[src/rtl/fp_maxmin_pipe.sv]
// fp_maxmin_pipe: pipelined signed float max/min finder with channel indices, NaN flag and valid/ready flow control
module fp_maxmin_pipe #(
    parameter int N_CH = 3,
    parameter int EXP_W = 8,
    parameter int MAN_W = 23,
    localparam int DW = 1 + EXP_W + MAN_W,
    localparam int IDX_W = N_CH > 1 ? $clog2(N_CH) : 1
) (
    input  logic                 clk,
    input  logic                 rst,
    input  logic                 valid_in,
    output logic                 in_ready,
    input  logic [N_CH*DW-1:0]   data_in,
    output logic                 valid_out,
    input  logic                 out_ready,
    output logic [DW-1:0]        max,
    output logic [DW-1:0]        min,
    output logic [IDX_W-1:0]     max_idx,
    output logic [IDX_W-1:0]     min_idx,
    output logic                 nan
);
    localparam int L = $clog2(N_CH);
    localparam int P = 1 << L;
    localparam logic [DW-1:0] QNAN = {1'b0, {EXP_W{1'b1}}, MAN_W'(1) << (MAN_W - 1)};

    logic             adv;
    logic [L:0]       vld;
    logic [DW-1:0]    mx_q [L+1][P];
    logic [DW-1:0]    mn_q [L+1][P];
    logic [IDX_W-1:0] mxi_q [L+1][P];
    logic [IDX_W-1:0] mni_q [L+1][P];
    logic             pr_q [L+1][P];
    logic             nn_q [L+1][P];
    logic [DW-1:0]    mx_d [L+1][P];
    logic [DW-1:0]    mn_d [L+1][P];
    logic [IDX_W-1:0] mxi_d [L+1][P];
    logic [IDX_W-1:0] mni_d [L+1][P];
    logic             pr_d [L+1][P];
    logic             nn_d [L+1][P];

    // -0 folds onto +0 so signed zeros tie and the lower index wins
    function automatic logic [DW-1:0] key(input logic [DW-1:0] v);
        return (v[DW-1] && |v[DW-2:0]) ? {1'b0, ~v[DW-2:0]} : {1'b1, v[DW-2:0]};
    endfunction

    function automatic logic is_nan(input logic [DW-1:0] v);
        return &v[DW-2:MAN_W] && |v[MAN_W-1:0];
    endfunction

    for (genvar j = 0; j < P; j++) begin : g_leaf
        if (j < N_CH) begin : g_ch
            assign mx_d[0][j]  = data_in[j*DW +: DW];
            assign mn_d[0][j]  = data_in[j*DW +: DW];
            assign mxi_d[0][j] = IDX_W'(j);
            assign mni_d[0][j] = IDX_W'(j);
            assign pr_d[0][j]  = 1'b1;
            assign nn_d[0][j]  = is_nan(data_in[j*DW +: DW]);
        end else begin : g_pad
            assign mx_d[0][j]  = '0;
            assign mn_d[0][j]  = '0;
            assign mxi_d[0][j] = '0;
            assign mni_d[0][j] = '0;
            assign pr_d[0][j]  = 1'b0;
            assign nn_d[0][j]  = 1'b0;
        end
    end

    // The right child only ever covers higher indices, so it needs a strict win
    for (genvar i = 1; i <= L; i++) begin : g_lvl
        for (genvar j = 0; j < P; j++) begin : g_node
            if (j < (P >> i)) begin : g_cmp
                logic tmx, tmn;
                assign tmx = pr_q[i-1][2*j+1] && key(mx_q[i-1][2*j+1]) > key(mx_q[i-1][2*j]);
                assign tmn = pr_q[i-1][2*j+1] && key(mn_q[i-1][2*j+1]) < key(mn_q[i-1][2*j]);
                assign mx_d[i][j]  = tmx ? mx_q[i-1][2*j+1] : mx_q[i-1][2*j];
                assign mxi_d[i][j] = tmx ? mxi_q[i-1][2*j+1] : mxi_q[i-1][2*j];
                assign mn_d[i][j]  = tmn ? mn_q[i-1][2*j+1] : mn_q[i-1][2*j];
                assign mni_d[i][j] = tmn ? mni_q[i-1][2*j+1] : mni_q[i-1][2*j];
                assign pr_d[i][j]  = pr_q[i-1][2*j] | pr_q[i-1][2*j+1];
                assign nn_d[i][j]  = nn_q[i-1][2*j] | nn_q[i-1][2*j+1];
            end else begin : g_pad
                assign mx_d[i][j]  = '0;
                assign mn_d[i][j]  = '0;
                assign mxi_d[i][j] = '0;
                assign mni_d[i][j] = '0;
                assign pr_d[i][j]  = 1'b0;
                assign nn_d[i][j]  = 1'b0;
            end
        end
    end

    always_ff @(posedge clk or posedge rst) begin
        if (rst) begin
            vld <= '0;
            for (int i = 0; i <= L; i++) begin
                for (int j = 0; j < P; j++) begin
                    mx_q[i][j]  <= '0;
                    mn_q[i][j]  <= '0;
                    mxi_q[i][j] <= '0;
                    mni_q[i][j] <= '0;
                    pr_q[i][j]  <= 1'b0;
                    nn_q[i][j]  <= 1'b0;
                end
            end
        end else if (adv) begin
            vld[0] <= valid_in;
            for (int i = 1; i <= L; i++)
                vld[i] <= vld[i-1];
            for (int i = 0; i <= L; i++) begin
                if (i > 0 || valid_in) begin
                    for (int j = 0; j < P; j++) begin
                        mx_q[i][j]  <= mx_d[i][j];
                        mn_q[i][j]  <= mn_d[i][j];
                        mxi_q[i][j] <= mxi_d[i][j];
                        mni_q[i][j] <= mni_d[i][j];
                        pr_q[i][j]  <= pr_d[i][j];
                        nn_q[i][j]  <= nn_d[i][j];
                    end
                end
            end
        end
    end

    assign valid_out = vld[L];
    assign adv       = !valid_out || out_ready;
    assign in_ready  = adv;
    assign nan       = nn_q[L][0];
    assign max       = nan ? QNAN : mx_q[L][0];
    assign min       = nan ? QNAN : mn_q[L][0];
    assign max_idx   = nan ? '0 : mxi_q[L][0];
    assign min_idx   = nan ? '0 : mni_q[L][0];
endmodule

[config.mk]
export PLATFORM = sky130hd
export DESIGN_NAME = fp_maxmin_pipe
export DESIGN_NICKNAME = d
export VERILOG_FILES = /design/src/rtl/fp_maxmin_pipe.sv
export SDC_FILE = /design/constraint.sdc
export NUM_CORES = 1
export LEC_CHECK = 0
export CAP_MARGIN = 25
export CORE_MARGIN = 2
export CORE_UTILIZATION = 51
export CTS_BUF_LIST = sky130_fd_sc_hd__clkbuf_4
export DETAILED_ROUTE_END_ITERATION = 10
export GPL_TIMING_DRIVEN = 0
export PLACE_DENSITY = 0.83
export SLEW_MARGIN = 20
export SYNTH_ARGS = -nofsm -noshare
export SYNTH_HDL_FRONTEND = slang
export SYNTH_SLANG_ARGS = --single-unit
[constraint.sdc]
create_clock -name clk -period 13.02 [get_ports clk]
set_input_delay 2.604 -clock clk [delete_from_list [all_inputs] [get_ports clk]]
set_output_delay 2.604 -clock clk [all_outputs]
set_load 0.05 [all_outputs]
=== Word level (Yosys, flattened, before mapping) ===
Cells that the tools add are included.

* Word-level logic and storage cells: 75
* Output and inout port bits: 71
* Input bits: 100
* Bits in registers: 275

* Bitwise logic cells: 7
* Reduce and logical (&&, ||, !) cells: 26
* Magnitude comparators: 4
* Multiplexer cells: 17

{| class="wikitable"
|+ Operators with widths
! operator !! number
|-
| $mux W32 || 11
|-
| $not A31 Y31 || 5
|-
| $reduce_or A31 Y1 || 5
|-
| $reduce_or A23 Y1 || 3
|-
| $gt A32 B32 Y1 || 2
|-
| $lt A32 B32 Y1 || 2
|-
| $reduce_and A8 Y1 || 3
|-
| $logic_and A1 B1 Y1 || 12
|-
| $mux W2 || 4
|-
| $mux W1 || 2
|-
| $or A1 B1 Y1 || 2
|-
| $reduce_and A2 Y1 || 1
|-
| $logic_not A1 Y1 || 1
|-
| $logic_or A1 B1 Y1 || 1
|}

=== Longest topological paths before layout ===
Gate-level depths: netlist (run 1).

* Depth in word-level cells: 6
* Mapped depth: 16

=== Least setup slack after synthesis (run 1) ===
No wires, ideal clock.

* Path type: input port to output port
* Start: input port out_ready
* End: output port in_ready
* Arrival time: 3.409 ns
* Path buffers: 1
* Slack: 7.007 ns
* Stages on the path: 3
* Data required time: 10.416 ns
* Cell sequence: nor2b_1 inv_2 clkbuf_1

* Longest elaborated chain between the ends: 1

{| class="wikitable"
|+ Ends and longest elaborated chain
! what !! RTL line !! text
|-
| from (decl) || 15 || <nowiki>input logic out_ready,</nowiki>
|-
| $logic_or A1 B1 Y1 || 125 || <nowiki>assign adv = !valid_out || out_ready;</nowiki>
|-
| to (decl) || 12 || <nowiki>output logic in_ready,</nowiki>
|}

No other way between the ends.

=== Worst setup path after layout (run 1) ===
Ends and elaborated chain as after synthesis.

==> results of run 1 <==
[metal layers]
| layer | vias up | global-route usage | wire length, µm |
|---|---|---|---|
| met4 | 0 | 0.125 | 2000 |
| li1 | 6139 | - | - |
| met3 | 119 | 0.0577 | 3180 |
| met5 | - | 0 | 0 |
| met1 | 6539 | 0.400 | 21000 |
| met2 | 568 | 0.483 | 22600 |
[cell type report]
class	count	area [µm²]	area share
multi-input combinational	1204	8490	0.447
clock buffer	111	833	0.0439
timing repair buffer	172	1760	0.0925
buffer	93	393	0.0207
clock inverter	25	171	0.00902
inverter	5	26.3	0.00138
tap	396	495	0.0261
sequential	273	6830	0.360
antenna	1	2.50	0.000132
[state kept, by name, summed over array words and instances (netlist names)]
name / flops
mn_q: 160
vld: 3
mxi_q: 4
nn_q: 5
mx_q: 96
mni_q: 4
nan: 1
[kinds of logic (layout without fill, tap and decap cells)]
kind of cell | Yosys count | after routing | share of synthesized area
AOI/OAI and AO/OA | 288 | 288 | 0.104
buffers and inverters | 98 | 406 | 0.0262
other | 0 | 1 | 0
and+or+nand+nor | 474 | 474 | 0.143
adders and majority gates | 95 | 95 | 0.0756
DFF | 273 | 273 | 0.434
xor gates and xnor gates | 152 | 152 | 0.0846
muxes | 195 | 195 | 0.132
[through the flow]
| step | power (µW) | setup slack, ns |
|---|---|---|
| detailed placement | 4820 | 5.37 |
| floorplan | 3820 | 2.89 |
| global placement | 4750 | -0.0150 |
| finish | 5690 | 5.36 |
| global route | 6080 | 5.31 |
| CTS | 5650 | 5.37 |
[cell usage after synthesis (all sizes together) (15+ instances only)]
library cell	count
nand4	35
nand2	233
xnor2	60
dfrtp	273
mux2i	99
mux2	96
o21ai	155
nor2b	57
ha	95
clkbuf	75
a21oi	53
a31oi	33
nor4	52
a21o	15
xor2	92
nor2	47
or2	19
buf	18
[where the power goes]
part | total (µW) | internal [µW] | leakage, µW | switching, µW
clock network | 813 | 435 | 0.000596 | 378
logic | 3230 | 1340 | 0.00456 | 1890
registers | 1650 | 1190 | 0.00325 | 463
total | 5690 | 2960 | 0.00841 | 2730
[worst max-delay path by stage]
| stage | from | to | slack [ns] | cells past startpoint |
|---|---|---|---|---|
| 3_5_place_dp | out_ready | in_ready | 5.37 | 5 |
| 5_1_grt | out_ready | in_ready | 5.31 | 5 |
| 3_3_place_gp | rst | mn_q[360] | -0.02 | 2 |
| 6_report | out_ready | in_ready | 5.36 | 5 |
| 2_1_floorplan | rst | mn_q[100] | 2.89 | 1 |
| 4_1_cts | out_ready | in_ready | 5.37 | 5 |
==> metrics.md, run 1 <==
| Metric | Value |
|---|---|
| Post-CTS resize count | 0 |
| Flops & latches, synth | 273 |
| Port Buf Inserts | between 150 and 200 |
| Min Tclk post-route | 7.66 ns |
| Hold Path Depth | 1 |
| Initial antenna violation count | 1 |
| Router iterations before antenna repair | 5 |
| Final setup fails | 0 |
| Critical path data arrival time | 5.06 ns |
| Area contributors post-synth | dfrtp_1 (43%), ha_1 (7.6%), mux2_2 (6.9%), mux2i_1 (6.3%), nand2_1 (5.6%) |
| Syn Std Cell Area | 15700 µm² |
| Final hold vios | 0 |
| Worst-Margin Slew | 0.960 ns |
| Final nets | ~2.0k |
| Bufs and invs on worst path | 4 |
| Sequential-to-total area share from yosys stat | 0.434 |
| Largest net degree at the start of global routing | between 100 and 150 |
| Postcts setup bufs | 0 |
| RR Startpoint | mx_q[207] |
| Final max-slew violation count | 0 |
| HPWL Detailed | around 38000 µm |
| Crit share post-route | 0.588 |
| Max Cap Viol | 0 |
| Critical path startpoint category | primary input |
| First-pass GRT wire length | 75600 µm |
| DIE AREA | between 30000 and 40000 µm² |
| RSZ-0062 raised after global routing | no |
| Post-synthesis cell type count | 49 |
| Fill cells | 2526 |
| Post-synth EDFFs | 0 |
| Synth area leader | dfrtp_1 |
| CTS buffer count | 76 |
| Largest stage delay, worst path | 0.95 ns |
| VDD IR max | 0.000126 V |
| Commonest non-fill, non-tap cell in the layout | dfrtp_1 |
| Hold_ws | 0.445 ns |
| Core Area | 30500 µm² |
| Main flop type after synthesis | dfrtp_1 |
| Drt drc | 0 |
| Initial Util | 0.516 |
| Max clock buf depth | 3 |
| Post-Place Cell Area | roughly 18000 µm² |
| Final Non-Filler Cells | 2280 |
| Initial DRC Count | 1225 |
| Syn Area/Cell | 9.99 µm² |
| Avg WL per Cell | between 20 and 25 µm |
| Post-route cell area | 19000 µm² |
| Rel. slew slack | 0.360 |
| Syn Nets | ~1.8k |
| Detail Route Antenna Nets | 0 |
| Grt total ovfl | 0 |
| Cell Chain, Critical Path | clkdlybuf4s50_1 -> nor2b_1 -> inv_2 -> clkbuf_1 -> clkdlybuf4s50_1 |
| Number of global-route vias before repair | 13.2k |
| IO Pins | 171 |
| Die X | 180 µm |
| R2R Setup Slk | between 7 and 8 ns |
| Final Skew | 0.0557 ns |
| WS Path Type | primary input to output pin |
| Post-CTS Hold Buffers | 0 |
| Final WL | 48800 µm |
| Synth warn | 0 |
| Most used cell, CP | clkdlybuf4s50_1 |
| Pwr dens | 299 nW/µm² |
| H-tree depth | 3 |
| Min-Delay Path Class | register to register |
| Endpoint, Worst Hold | vld[2] |
| Worst r2r dst | mx_q[114] |
| Gr usage total | 0.301 |
| Cells on worst reg2reg path | 15 |
| Ys async rst share | 1.00 |
| Drt via density | 5.86 |
| Skew-Pair Late Insertion Delay | around 0.72 ns |
| CP endpoint kind | output pin |
| Max Freq | 131 MHz |
| Clock Sinks | 273 |
| Worst Path Required | 10.42 ns |
| CTS tree | built |
| LEAKAGE | 0.00841 µW |
| Vias post-DR | 13.4k |
| Placer Congestion | roughly 1.0 |
| CTS Root Buffer Type | clkbuf_4 |
| # placed instances | around 2.1k |
| Top delay family on crit path | buffers and inverters |
| Mapped Cells | 1575 |
| Most frequent cells in the layout | dfrtp_1 (273), nand2_1 (233), clkdlybuf4s50_1 (170) |
| Setup TNS Final | 0 ns |
| Final Util | 0.623 |
| Num rows | 64 |
| Area delta synth->final | 20.8% |
| Hold_sp | vld[1] |
| CTS clock-pin slew for the worst setup and hold paths | approximately 0.06 ns |
| Die Y | 180 µm |
| Outcome | completed |
| Critical path fanouts, max | 10 |
| Area fraction of the dominant cell type after synthesis | 0.434 |
| Critical path's slowest cell | clkdlybuf4s50_1 |
| Proportion of layout cells with a drive suffix above 1 | 0.139 |
No activity file was read; power rests on OpenSTA's default activity.
==> run 2: changes to the inputs <==
==> constraint.sdc (replaced) <==
create_clock -name clk -period 7.8 [get_ports clk]
set_input_delay 1.56 -clock clk [delete_from_list [all_inputs] [get_ports clk]]
set_output_delay 1.56 -clock clk [all_outputs]
set_load 0.05 [all_outputs]
==> run 2 against run 1 <==
  * Critical path depth up 10
  * Total power up 66%
  * Non-clock buffer count up 6
  * Largest cell class unchanged
  * Clock-buffer cell count down 5
  * Critical path type is now register to register
  * Sequential cell count unchanged
  * Clock power up 64%
==> metrics.md, run 2 (synthesis gave the netlist of run 1 again) <==
| Metric | Value |
|---|---|
| Post-CTS Hold Buffers | 0 (unchanged) |
| Worst setup margin | 2.12 ns (-3.23 ns) |
| Avg WL per Cell | 21.4 µm (-0.22%) |
| Largest stage delay, worst path | 0.78 ns (-0.17 ns) |
| Max FFs per register | 160 (unchanged) |
| Pint | 4930 µW (+67%) |
| Area delta synth->final | 21.1% |
| Outcome | completed |
| WS Path Type | register to register |
| Drt drc | 0 (unchanged) |
| Pwr Total | 9460 µW (+66%) |
| Final max-slew violation count | 0 (unchanged) |
| Post-route cell area | 19000 µm² (+0.25%) |
| Top reg by flops | mn_q |
| Critical path startpoint category | register |
| RSZ-0062 raised after global routing | no |
| Worst-Margin Slew | 0.969 ns (+0.00871 ns) |
| Final setup fails | 0 (unchanged) |
| Pwr dens | 497 nW/µm² (+66%) |
| Post-Place Cell Area | 18100 µm² (+0.56%) |
| Cell Chain, Critical Path | nor4_1 -> nand4_1 -> o21ai_2 -> clkbuf_1 -> xnor2_1 -> ha_1 -> nand4_1 -> nor2_1 -> nand4_1 -> o41ai_1 -> a31o_2 -> clkbuf_1 -> buf_2 -> mux2i_1 -> o21ai_0 |
| Final hold vios | 0 (unchanged) |
| Clock Sinks | 273 (unchanged) |
| Rel. slew slack | 0.354 (-0.00581) |
| Vias post-DR | 13.3k (-0.37%) |
| Postcts setup bufs | 0 (unchanged) |
| HPWL Detailed | 37900 µm (-0.10%) |
| Worst Path Required | 8.39 ns (-2.03 ns) |
| Critical path data arrival time | 6.26 ns (+1.20 ns) |
| Min Tclk post-route | 5.68 ns |
| IO Pins | 171 (unchanged) |
| Sequential share of power | 0.290 (about the same) |
| CP endpoint kind | register |
| Final Util | 0.624 (+0.00156) |
| Proportion of layout cells with a drive suffix above 1 | 0.138 (-0.000549) |
| Max clock buf depth | 3 (unchanged) |
| Largest net degree at the start of global routing | 37 (-67%) |
| Comb power frac | 0.570 (+0.003) |
| Post-CTS resize count | 0 (unchanged) |
| Clock network fraction of design power | 0.140 (-0.003) |
| Initial DRC Count | 1020 (-17%) |
| Drt via density | 5.85 (-0.16%) |
| Max Freq | 176 MHz |
| Die X | 180 µm (unchanged) |
| CTS tree | built |
| Initial Util | 0.516 (unchanged) |
| Num rows | 64 (unchanged) |
| Gr usage total | 0.299 (-0.00180) |
| H-tree depth | 3 (unchanged) |
| Core Area | 30500 µm² (unchanged) |
| Worst slack at placement | 2.26 ns (-3.11 ns) |
| NetSw | 4530 µW (+66%) |
| Number of global-route vias before repair | 13.2k (+0.015%) |
| CTS buffer count | 74 (-2.6%) |
| DIE AREA | 32300 µm² (unchanged) |
| CTS Root Buffer Type | clkbuf_4 |
| Biggest regs | mn_q: 160 flops, mx_q: 96 flops, nn_q: 5 flops |
| CTS clock-pin slew for the worst setup and hold paths | 0.06 ns (about the same) |
| Commonest non-fill, non-tap cell in the layout | dfrtp_1 |
| Placer Congestion | 1.01 (+1.4%) |
| Port Buf Inserts | 170 (unchanged) |
| Die Y | 180 µm (unchanged) |
| Final Skew | 0.0605 ns (+0.00479 ns) |
| Grt total ovfl | 0 (unchanged) |
| Final WL | 48600 µm (-0.44%) |
| Max Cap Viol | 0 (unchanged) |
| Initial antenna violation count | 2 (+1) |
| Setup TNS Final | 0 ns (unchanged) |
| Most used cell, CP | nand4_1 |
| Crit share post-route | 0.728 |
| Critical path's slowest cell | clkbuf_1 |
| Critical path fanouts, max | 10 (unchanged) |
| First-pass GRT wire length | 75300 µm (-0.41%) |
| Skew-Pair Late Insertion Delay | 0.73 ns (about the same) |
| Final nets | 2024 (+0.20%) |
| Router iterations before antenna repair | 5 (unchanged) |
| VDD IR max | 0.000206 V (+64%) |
| Min-Delay Path Class | register to register |
| Detail Route Antenna Nets | 0 (unchanged) |
| LEAKAGE | 0.00842 µW (+0.12%) |
| Most frequent cells in the layout | dfrtp_1 (273), nand2_1 (233), clkdlybuf4s50_1 (170) |
| Switching share of power | 0.479 (-0.00151) |
## run 2: path summary, 6_finish.rpt
kind	from	end	slack, ns	cells past startpoint
worst min-delay path	vld[1]	vld[2]	0.45	1
worst min register to register	vld[1]	vld[2]	0.45	1
min in group asynchronous	rst	mn_q[318]	1.26	2
worst max-delay path	mx_q[207]	mx_q[112]	2.12	15
worst max register to register	mx_q[207]	mx_q[112]	2.12	15
max in group asynchronous	rst	mn_q[236]	5.54	5
## run 2: per-stage QoR
step	hold WS (ns)	std cells
3_5_place_dp	0.444	2149
5_1_grt	0.481	2273
6_report	0.454	2275
4_1_cts	0.459	2272
3_3_place_gp	0.444	2141
2_1_floorplan	0.430	1575
## run 2: power groups by stage
stage	clock network, µW	logic [µW]	registers (µW)
floorplan	0	3980	2400
global placement	0	5180	2720
detailed placement	0	5300	2740
CTS	1340	5340	2710
global route	1430	5890	2790
finish	1330	5390	2750
## run 2: worst max-delay path: cells and delay by family (launching register included)
family / cells / cell delay, ns
buf+inv: 3 / 1.61
simple gates: 5 / 1.37
compound gates: 4 / 1.09
flops: 1 / 0.52
fa+ha+maj: 1 / 0.37
mux: 1 / 0.35
xor+xnor: 1 / 0.25
## run 2: layer usage
metal,share of wire,vias to the layer above,global-route usage
met1,0.42,6469,0.398
met5,0,-,0
met3,0.075,136,0.0594
li1,-,6128,-
met2,0.46,582,0.473
met4,0.043,0,0.136
## run 2: layout make-up
class	instances	area [µm²]
multi-input combinational	1204	8490
fill	2494	11500
clock inverter	17	150
tap	396	495
antenna	3	7.51
sequential	273	6830
clock buffer	106	796
timing repair buffer	178	1860
buffer	93	393
inverter	5	22.5
